===== src/rtl/dram_arbiter.sv =====
// dram_arbiter
//   Two-master arbiter in front of a single-ported DRAM driver.
//   m0 is the CPU data port, m1 the debug/loader port. Writes complete in
//   the grant cycle. A read takes the grant cycle plus one RD cycle, in which
//   the driver returns formatted data and the arbiter steers it to the owner.
//
//   Arbitration (default build): m0 has fixed priority. m1 is forced through
//   after it has lost MAX_WAIT consecutive arbitration cycles.
//   Arbitration with DRAM_ARB_RR_EN defined: round-robin between the two
//   masters using a 1-bit pointer. The wait counter logic is not built.
//
// Ports
//   clk, rst_n                       clock, async active-low reset
//   m0_req/we/addr/wdata/mask        CPU request and payload
//   m0_gnt, m0_rvalid, m0_rdata      CPU grant and read return
//   m1_*                             same set of signals for the loader port
//   perip_addr/wdata/mask, dram_wen  request forwarded to the DRAM driver
//   perip_rdata                      formatted read data from the driver
//   state_dbg                        1 while the FSM is in RD
//
// Handshake: a master holds req and payload stable until it sees gnt. The
// payload is sampled only in the grant cycle. For a read, rvalid follows gnt
// by exactly one cycle.
module dram_arbiter #(
   parameter int unsigned MAX_WAIT = 15
) (
   input  logic        clk,
   input  logic        rst_n,
   input  logic        m0_req,
   input  logic        m0_we,
   input  logic [17:0] m0_addr,
   input  logic [31:0] m0_wdata,
   input  logic [1:0]  m0_mask,
   output logic        m0_gnt,
   output logic        m0_rvalid,
   output logic [31:0] m0_rdata,
   input  logic        m1_req,
   input  logic        m1_we,
   input  logic [17:0] m1_addr,
   input  logic [31:0] m1_wdata,
   input  logic [1:0]  m1_mask,
   output logic        m1_gnt,
   output logic        m1_rvalid,
   output logic [31:0] m1_rdata,
   output logic [17:0] perip_addr,
   output logic [31:0] perip_wdata,
   output logic [1:0]  perip_mask,
   output logic        dram_wen,
   input  logic [31:0] perip_rdata,
   output logic        state_dbg
);

   typedef enum logic {IDLE = 1'b0, RD = 1'b1} state_t;

   state_t      state, next_state;
   logic [17:0] lat_addr;
   logic [1:0]  lat_mask;
   logic        lat_owner;   // 0 = m0, 1 = m1
   logic        pick_m1;     // winner select when at least one req is up
   logic        win_m0, win_m1;

`ifdef DRAM_ARB_RR_EN
   logic        rr_ptr;      // master that wins the next tie
`else
   localparam logic [7:0] MAX_WAIT_C = 8'(MAX_WAIT);
   logic [7:0]  wait_cnt;
`endif

   assign state_dbg = (state == RD);

   always_comb begin
      next_state  = state;
      pick_m1     = 1'b0;
      win_m0      = 1'b0;
      win_m1      = 1'b0;
      m0_gnt      = 1'b0;
      m1_gnt      = 1'b0;
      m0_rvalid   = 1'b0;
      m1_rvalid   = 1'b0;
      m0_rdata    = 32'h0;
      m1_rdata    = 32'h0;
      perip_addr  = 18'h0;
      perip_wdata = 32'h0;
      perip_mask  = 2'b00;
      dram_wen    = 1'b0;

      if (state == IDLE) begin
         if (m0_req && m1_req) begin
`ifdef DRAM_ARB_RR_EN
            pick_m1 = rr_ptr;
`else
            pick_m1 = (wait_cnt == MAX_WAIT_C);
`endif
         end else begin
            pick_m1 = m1_req;
         end
         win_m0 = (m0_req || m1_req) && !pick_m1;
         win_m1 = (m0_req || m1_req) && pick_m1;
         m0_gnt = win_m0;
         m1_gnt = win_m1;
         if (win_m1) begin
            perip_addr  = m1_addr;
            perip_wdata = m1_wdata;
            perip_mask  = m1_mask;
            dram_wen    = m1_we;
            if (!m1_we) next_state = RD;
         end else if (win_m0) begin
            perip_addr  = m0_addr;
            perip_wdata = m0_wdata;
            perip_mask  = m0_mask;
            dram_wen    = m0_we;
            if (!m0_we) next_state = RD;
         end
      end else begin
         // Keep the read address on the bus: the driver formats its data
         // with the address and mask it sees in this cycle.
         perip_addr = lat_addr;
         perip_mask = lat_mask;
         if (lat_owner) begin
            m1_rvalid = 1'b1;
            m1_rdata  = perip_rdata;
         end else begin
            m0_rvalid = 1'b1;
            m0_rdata  = perip_rdata;
         end
         next_state = IDLE;
      end

      // Outputs are forced low while reset is held, even though the
      // grant path is combinational from the request inputs.
      if (!rst_n) begin
         win_m0      = 1'b0;
         win_m1      = 1'b0;
         m0_gnt      = 1'b0;
         m1_gnt      = 1'b0;
         m0_rvalid   = 1'b0;
         m1_rvalid   = 1'b0;
         m0_rdata    = 32'h0;
         m1_rdata    = 32'h0;
         perip_addr  = 18'h0;
         perip_wdata = 32'h0;
         perip_mask  = 2'b00;
         dram_wen    = 1'b0;
      end
   end

   always_ff @(posedge clk or negedge rst_n) begin
      if (!rst_n) begin
         state     <= IDLE;
         lat_addr  <= 18'h0;
         lat_mask  <= 2'b00;
         lat_owner <= 1'b0;
      end else begin
         state <= next_state;
         if (state == IDLE && (win_m0 || win_m1)) begin
            lat_addr  <= perip_addr;
            lat_mask  <= perip_mask;
            lat_owner <= win_m1;
         end
      end
   end

`ifdef DRAM_ARB_RR_EN
   // Pointer only moves on contested grants; it then points at the loser.
   always_ff @(posedge clk or negedge rst_n) begin
      if (!rst_n) begin
         rr_ptr <= 1'b0;
      end else if (state == IDLE && m0_req && m1_req) begin
         rr_ptr <= ~win_m1;
      end
   end
`else
   // Counts consecutive cycles in which m1 asked but m0 got the grant.
   // Holds through RD, since no arbitration happens there.
   always_ff @(posedge clk or negedge rst_n) begin
      if (!rst_n) begin
         wait_cnt <= 8'h0;
      end else if (!m1_req || win_m1) begin
         wait_cnt <= 8'h0;
      end else if (win_m0 && wait_cnt != MAX_WAIT_C) begin
         wait_cnt <= wait_cnt + 8'h1;
      end
   end
`endif

endmodule

===== config.mk =====
export PLATFORM = sky130hd
export DESIGN_NAME = dram_arbiter
export DESIGN_NICKNAME = d
export VERILOG_FILES = /design/src/rtl/dram_arbiter.sv
export SDC_FILE = /design/constraint.sdc
export NUM_CORES = 1
export LEC_CHECK = 0
export BUFFER_PORTS_ARGS = -buffer_cell sky130_fd_sc_hd__buf_4
export CAP_MARGIN = 0
export CORE_AREA = 4 4 100 102
export CTS_CLUSTER_DIAMETER = 150
export DETAILED_ROUTE_END_ITERATION = 12
export DIE_AREA = 0 0 104 106
export GPL_TIMING_DRIVEN = 0
export PLACE_DENSITY = 0.66
export SYNTH_ARGS = -nofsm -noshare
export SYNTH_HDL_FRONTEND = slang
export SYNTH_SLANG_ARGS = --single-unit

===== constraint.sdc =====
create_clock -name clk -period 2.6 [get_ports clk]
set_clock_uncertainty 0.05 [all_clocks]
set_input_delay 0.13 -clock clk [delete_from_list [all_inputs] [get_ports clk]]
set_output_delay 0.13 -clock clk [all_outputs]
set_load 0.01 [all_outputs]

# --- Word level (Yosys, flattened, before mapping) ---
# Index checks and enable logic that the tools add are counted.
totals:
  elab_cells: 61
  register_bits: 30
  in_bits: 142
  output_inout_bits: 122
classes:
  reduce_logical: 11
  mux: 41
  addsub: 1
  bitwise: 1
  n_eq_ne: 2
op_table:
  columns: ["cell", "count"]
  rows:
  - ["32-bit 2-to-1 mux", 10]
  - ["18-bit 2-to-1 mux", 4]
  - ["1-bit 2-to-1 mux", 21]
  - ["8-bit 2-to-1 mux", 2]
  - ["8-bit by 1-bit adder with 8-bit output (second input constant)", 1]
  - ["8-bit by 4-bit equality test with 1-bit output (second input constant)", 1]
  - ["2-bit 2-to-1 mux", 4]
  - ["8-bit by 4-bit inequality test with 1-bit output (second input constant)", 1]
  - ["1-bit logical AND", 5]
  - ["1-bit logical OR", 3]
  - ["1-bit logical NOT", 2]
  - ["2-bit nonzero test", 1]
  - ["1-bit inverter", 1]

# --- Longest topological paths before layout ---
# Gate-level depths: netlist of run 1.
logic_depth:
  word_depth: 10
  ltp_mapped: 7
  ltp_nobuf: 5

# --- Worst setup path after synthesis of run 1 ---
# No wires, ideal clock.
synth_path:
  path_kind: "reg-to-output"
  startpoint: "register wait_cnt[0]"
  endpoint: "output perip_wdata[10]"
  t_required_ns: 2.420
  path_stages_with_launch: 7
  setup_slack_ns: 0.730
  path_buffers: 2
  arrival_ns: 1.690
  path_cell_list: "dfrtp_1 > ha_1 > and4b_1 > a31oi_1 > buf_2 > buf_1 > a22o_1"
synth_between:
  elab_chain_len: 9
  word_cells_on_any_way: 10
  classes_between: "eq/ne: 1; mux: 6; reduce/logical: 3"
synth_rtl:
  columns: ["element", "line", "text"]
  rows:
  - ["from (decl)", "66", "logic [7:0] wait_cnt;"]
  - ["from (signal assigned)", "181", "wait_cnt <= wait_cnt + 8'h1;"]
  - ["8-bit by 4-bit equality test with 1-bit output (*)", "92", "pick_m1 = (wait_cnt == MAX_WAIT_C);"]
  - ["1-bit 2-to-1 mux (*)", "88", "if (m0_req && m1_req) begin"]
  - ["1-bit 2-to-1 mux (*)", "87", "if (state == IDLE) begin"]
  - ["1-bit logical NOT", "97", "win_m0 = (m0_req || m1_req) && !pick_m1;"]
  - ["1-bit logical AND", "97", null]
  - ["32-bit 2-to-1 mux", "107", "end else if (win_m0) begin"]
  - ["32-bit 2-to-1 mux (*)", "101", "if (win_m1) begin"]
  - ["32-bit 2-to-1 mux (*)", "87", null]
  - ["32-bit 2-to-1 mux (*)", "131", "if (!rst_n) begin"]
  - ["to (decl)", "46", "output logic [31:0] perip_wdata,"]
# Every way passes the cells marked *; elsewhere a longest branch is shown, timed or not. The select of a mux whose other input is x is not followed.

# --- Final worst setup path of run 1 ---
layout_path:
  startpoint: "register wait_cnt[0]"
  endpoint: "output perip_wdata[28]"
# The elaborated chain is that of the path after synthesis.

==> results of run 1 <==
## state kept, by name (all words and copies together), names as in the netlist
register	cells
wait_cnt	8
state_dbg	1
lat_owner	1
lat_addr	18
lat_mask	2
## layer usage
layer,share of wire,vias up,wire (um),track usage
met3,0.11,17,1500,0.110
met4,0.016,0,225,0.0494
met5,0,-,0,0
met1,0.40,1663,5750,0.300
met2,0.47,161,6730,0.403
li1,-,1684,-,-
## area by class of cell
cell class / count / share of cell area
clock inverters: 2 / 0.00263
plain buffers: 28 / 0.0315
flip-flops and latches: 30 / 0.158
repair buffers: 266 / 0.422
multi-input cells: 255 / 0.338
inverters: 1 / 0.000788
clock buffers: 6 / 0.0173
well taps: 111 / 0.0292
## logic make-up (layout without fill, tap and decap cells)
kind of cell	count (synthesis)	in the layout	share of synthesized area
fa+ha+maj	1	1	0.00499
xor+xnor	3	3	0.0105
simple gates	164	164	0.352
flops	30	30	0.300
compound gates	87	87	0.276
buf+inv	29	303	0.0574
## synthesized netlist by cell type (all sizes together), types with 2 or more instances
cell | instances | area share
and2 | 67 | 0.17
nand2 | 48 | 0.072
a22oi | 40 | 0.12
a22o | 33 | 0.12
dfrtp | 30 | 0.30
nand3 | 25 | 0.050
clkbuf | 15 | 0.022
buf | 13 | 0.033
o21ai | 5 | 0.010
a21boi | 4 | 0.012
and3 | 3 | 0.0075
nor2 | 3 | 0.0045
nor2b | 3 | 0.0075
xnor2 | 3 | 0.010
a21oi | 2 | 0.0040
nand2b | 2 | 0.0050
nand3b | 2 | 0.0060
nor3 | 2 | 0.0040
nor4 | 2 | 0.0050
or3 | 2 | 0.0070
## worst paths after layout
kind	startpoint	endpoint	slack, ns	cells after the start
min in group asynchronous	rst_n	lat_addr[11]	0.37	3
max in group asynchronous	rst_n	wait_cnt[0]	1.92	3
hold / removal	m0_addr[16]	lat_addr[16]	0.03	3
setup / recovery	wait_cnt[0]	perip_wdata[28]	0.13	7
hold reg to reg	lat_addr[13]	lat_addr[13]	0.45	2
setup reg to reg	wait_cnt[0]	lat_addr[1]	0.64	6
## through the flow
step | util | setup WS (ns)
5_1_grt | 0.523 | 0.0204
2_1_floorplan | - | 0.730
3_5_place_dp | 0.507 | 0.310
6_report | 0.523 | 0.130
3_3_place_gp | 0.507 | 0.350
4_1_cts | 0.521 | 0.0292
## power by group through the flow
stage	clock network (mW)	registers (mW)	logic [mW]
after floorplan	0	0.561	0.263
after global placement	0	0.566	0.658
after detailed placement	0	0.569	0.666
after CTS	0.410	0.562	0.675
after global routing	0.435	0.570	0.732
final	0.403	0.563	0.676
## worst reg2reg max path, stage by stage (launching register included)
cell and delay, ns:
dfrtp_2 0.44, ha_1 0.25, and4b_1 0.23, a31oi_1 0.22, clkbuf_1 0.43, a22oi_1 0.18, nand2_1 0.11
## repair_timing
action / CTS / global route
setup buffers: 0 / 1
hold buffers: 2 / 0
setup endpoints to repair: 5 / 24
hold endpoints to repair: 30 / 0
pin swaps: 0 / 1
gates resized for setup: 1 / 6
==> metrics, run 1 <==
cell count after placement=688; Sw Ratio=0.329; max-cap violations=0; Setup TNS=0 ns; syn_area_per_cell=approximately 8.0 um2; count of cell types in the netlist=34; Detail Placement HPWL=11,700 um; Seq pwr share=0.343; worst-skew pair later-pin latency=around 0.28 ns; FMAX=405 MHz; routability cong.=approximately 0.9; slowest CP cell=dfrtp_2; Vias/cell=5.04; Crit Path Max Fanout=10; Final Critical Period=2.47 ns; Finish-stage setup viols=0; final wirelength=14,200 um; CTS tree=built; vias in the first global route=3,504; largest net degree at the start of global routing=31; Root Buffer Master=clkbuf_8; number of flops mapped to enable cells by yosys=0; Min-Delay Path Class=input pin to flop; Worst setup SP type=flop; global-route wire length before repair=21,000 um; PwrDens=345 nW/um2; clock network power share=0.245; commonest non-fill, non-tap cell in the layout=buf_4; Crit. End Element=output pin; Core ar.=9110 um2; leakage=~2.6 nW; Crit path max-delay family=buffers and inverters; DP Area=~4600 um2; Die Ht=106 um; DRC violations left=0; Initial Util=0.275; # fillers=884; Syn Inst Count=approximately 310; Wirelength per Cell=20.3 um; fraction of layout cells with a size suffix above 1=0.495; H-tree levels=2; Syn Nets=457; die width=104 um; Tot GR Track Use=0.246; First DRT Iteration DRCs=between 150 and 200; clk sinks=30; Crit path arrival time=2.29 ns; CTS clk-pin slew, worst paths=roughly 0.07 ns; initial antenna violation count=0; #FFs+latches synth=30; Crit path top cell by count=buf_4; Hold Vio Cnt, Final=0; Async S/R FF share, synth=1.00; worst path cell trace=ha_1, and4b_1, a31oi_1, buf_4, clkbuf_4, a22o_1, buf_4; total power=about 1.6 mW; total gr overflow=0; # port buffers=263; peak supply drop=around 0.25 mV; Crit path largest cell delay=0.44 ns; CP Class=flop to output pin; fin nets=730; RSZ-0062 raised after global routing=false; Max transition margin=0.630; clock tree buffer depth=2; Design Area, Final=4760 um2; commonest cells after routing, fill and taps aside=266 x buf_4, 67 x and2_1, 48 x nand2_1; area taken by multi-input logic gates=1610 um2; synth warn=0; die area=approximately 11,000 um2; Post-Syn Area=2510 um2; Row Count=35; Synth Flop Type=dfrtp_1; Non-Filler Instances=699; I/O pin count=264; status=finished clean; Antenna Nets Post-Route=0; Area growth syn-to-layout=90.1%; Slew @ Worst Pin=0.555 ns; CP Buf/Inv Count=3; WHS=0.0307 ns; Antenna Cells=0; Final Max Slew Viols=0; DR vias=3,525; register area share after synthesis=0.300; WP data required=approximately 2.4 ns; DRT Pass-1 Iters=4; Comb power frac=0.411; Final period util=0.950; Int Power=1.10 mW; Num CTS Buffers=5; Psw=approximately 540 uW; flip-flop and latch area=752 um2
Power figures use the tool's default switching activity.
==> run 2: changes to the inputs <==
- CORE_AREA: 4 4 100 102 -> 4 4 101 103
- CTS_BUF_LIST: not set -> sky130_fd_sc_hd__clkbuf_4
- DIE_AREA: 0 0 104 106 -> 0 0 105 107
- PLACE_DENSITY: 0.66 -> 0.67
- clock period: 2.6 -> 2.1 ns (I/O delays scaled with it)
==> metrics, run 2 (synthesized netlist as in run 1, its figures left out) <==
PwrDens=roughly 360 nW/um2; Crit path largest cell delay=0.38 ns; Largest regs=lat_addr (18), wait_cnt (8), lat_mask (2); slowest CP cell=dfrtp_1; largest net degree at the start of global routing=31; final wirelength=15,600 um; largest register by flop count=lat_addr; Design Area, Final=5850 um2; cell count after placement=~690; worst r2r dst=lat_addr[1]; Crit path top cell by count=buf_8; global-route wire length before repair=roughly 22,000 um; failing checks=negative setup slack; Root Buffer Master=clkbuf_4; Non-Filler Instances=762; First DRT Iteration DRCs=242; Final period util=1.09; Min-Delay Path Class=input pin to flop; Num CTS Buffers=5; Hold Vio Cnt, Final=0; reg2reg start=wait_cnt[0]; R2R setup slack=0.18 ns; FMAX=436 MHz; fin nets=793; Max transition margin=0.588; worst path cell trace=ha_2, and4b_2, a31oi_4, buf_8, buf_12, buf_8, a22oi_2, nand2_1, buf_6; flip-flop and latch area=about 750 um2; Crit path arrival time=approximately 2.1 ns; Antenna Nets Post-Route=0; # port buffers=~260; WP data required=1.95 ns; initial antenna violation count=0; Hold Startpoint=m0_req; # fillers=752; Area growth syn-to-layout=133%; CTS tree=built; Vias/cell=roughly 5; DRC violations left=0; commonest cells after routing, fill and taps aside=245 x buf_4, 66 x and2_1, 44 x nand2_1; Core ar.=9200 um2; Setup TNS=-7.14 ns; clk sinks=30; total gr overflow=0; WHS=around 0.051 ns; DP Area=4620 um2; max-cap violations=0; Psw=~730 uW; Row Count=35; Initial Util=0.273; Crit Path Max Fanout=6; DRT Pass-1 Iters=4; worst-skew pair later-pin latency=about 0.33 ns; RSZ-0062 raised after global routing=true; die width=105 um; Tot GR Track Use=0.253; clock tree buffer depth=2; Antenna Cells=0; area taken by multi-input logic gates=roughly 1800 um2; DR vias=between 3,000 and 4,000; Slew @ Worst Pin=0.618 ns; Worst setup SP type=flop; commonest non-fill, non-tap cell in the layout=buf_4; Detail Placement HPWL=around 11,000 um; Final Critical Period=2.29 ns; fraction of layout cells with a size suffix above 1=0.553; Worst Hold End=wait_cnt[2]; status=finished, violations left; CP Class=flop to output pin; total power=2.11 mW; max reg flops=18; CTS clk-pin slew, worst paths=between 0.1 and 0.15 ns; Seq pwr share=0.334; vias in the first global route=~3,800; Crit. End Element=output pin; Place WS=-0.101 ns; Worst R2R Path Depth=6; routability cong.=a little under 0.9; Final Util=0.636; Final Max Slew Viols=0; Finish-stage setup viols=54; peak supply drop=about 0.26 mV; Die Ht=roughly 110 um; leakage=slightly above 3 nW; H-tree levels=2; Wirelength per Cell=20.4 um; I/O pin count=approximately 260; die area=11,200 um2; final setup margin=-0.195 ns; Comb power frac=0.502; worst hold stages=3; Int Power=1.38 mW; Sw Ratio=0.347; clock network power share=0.164
## run 2: what timing repair did
action	CTS	global route
gates cloned	3	2
resized for setup	83	42
setup endpoints to repair	84	86
buffers inserted	12	6
pin swaps	21	29
hold buffers	44	0
endpoints found under the hold margin	51	0
## run 2: worst max-delay path, delay by kind of cell, from the launching register on
kind	cells	cell delay (ns)
buffers and inverters	4	0.56
flip-flops	1	0.38
AND/OR/NAND/NOR	2	0.38
AO/OA/AOI/OAI	2	0.25
adder cells (fa/ha/maj)	1	0.22
## run 2: final cells by class
class                   instances  area share
inverters                       1    0.000642
repair buffers                330       0.484
well taps                     111      0.0237
flip-flops and latches         30       0.129
plain buffers                  27      0.0389
clock inverters                 3     0.00278
multi-input cells             255       0.315
clock buffers                   5     0.00642
## run 2: worst max-delay path by stage
stage | startpoint | endpoint | slack (ns) | depth (start not counted)
global route | wait_cnt[0] | perip_addr[0] | -0.28 | 9
finish | wait_cnt[0] | perip_addr[0] | -0.19 | 9
floorplan | wait_cnt[0] | perip_wdata[10] | 0.26 | 6
detailed placement | wait_cnt[0] | perip_wdata[8] | -0.10 | 7
CTS | wait_cnt[5] | perip_wdata[8] | -0.19 | 7
global placement | wait_cnt[0] | perip_wdata[0] | -0.10 | 7
## run 2: routing by layer
metal | track usage | share of wire
met1 | 0.315 | 0.40
met2 | 0.446 | 0.51
met3 | 0.0656 | 0.077
met4 | 0.0412 | 0.015
met5 | 0 | 0
## run 2: power groups by stage
stage / Combinational (mW) / Clock [mW] / Sequential (mW)
after floorplan: 0.326 / 0 / 0.695
after CTS: 1.00 / 0.360 / 0.701
after detailed placement: 0.819 / 0 / 0.705
after global placement: 0.811 / 0 / 0.701
after global routing: 1.13 / 0.379 / 0.715
final: 1.06 / 0.347 / 0.706
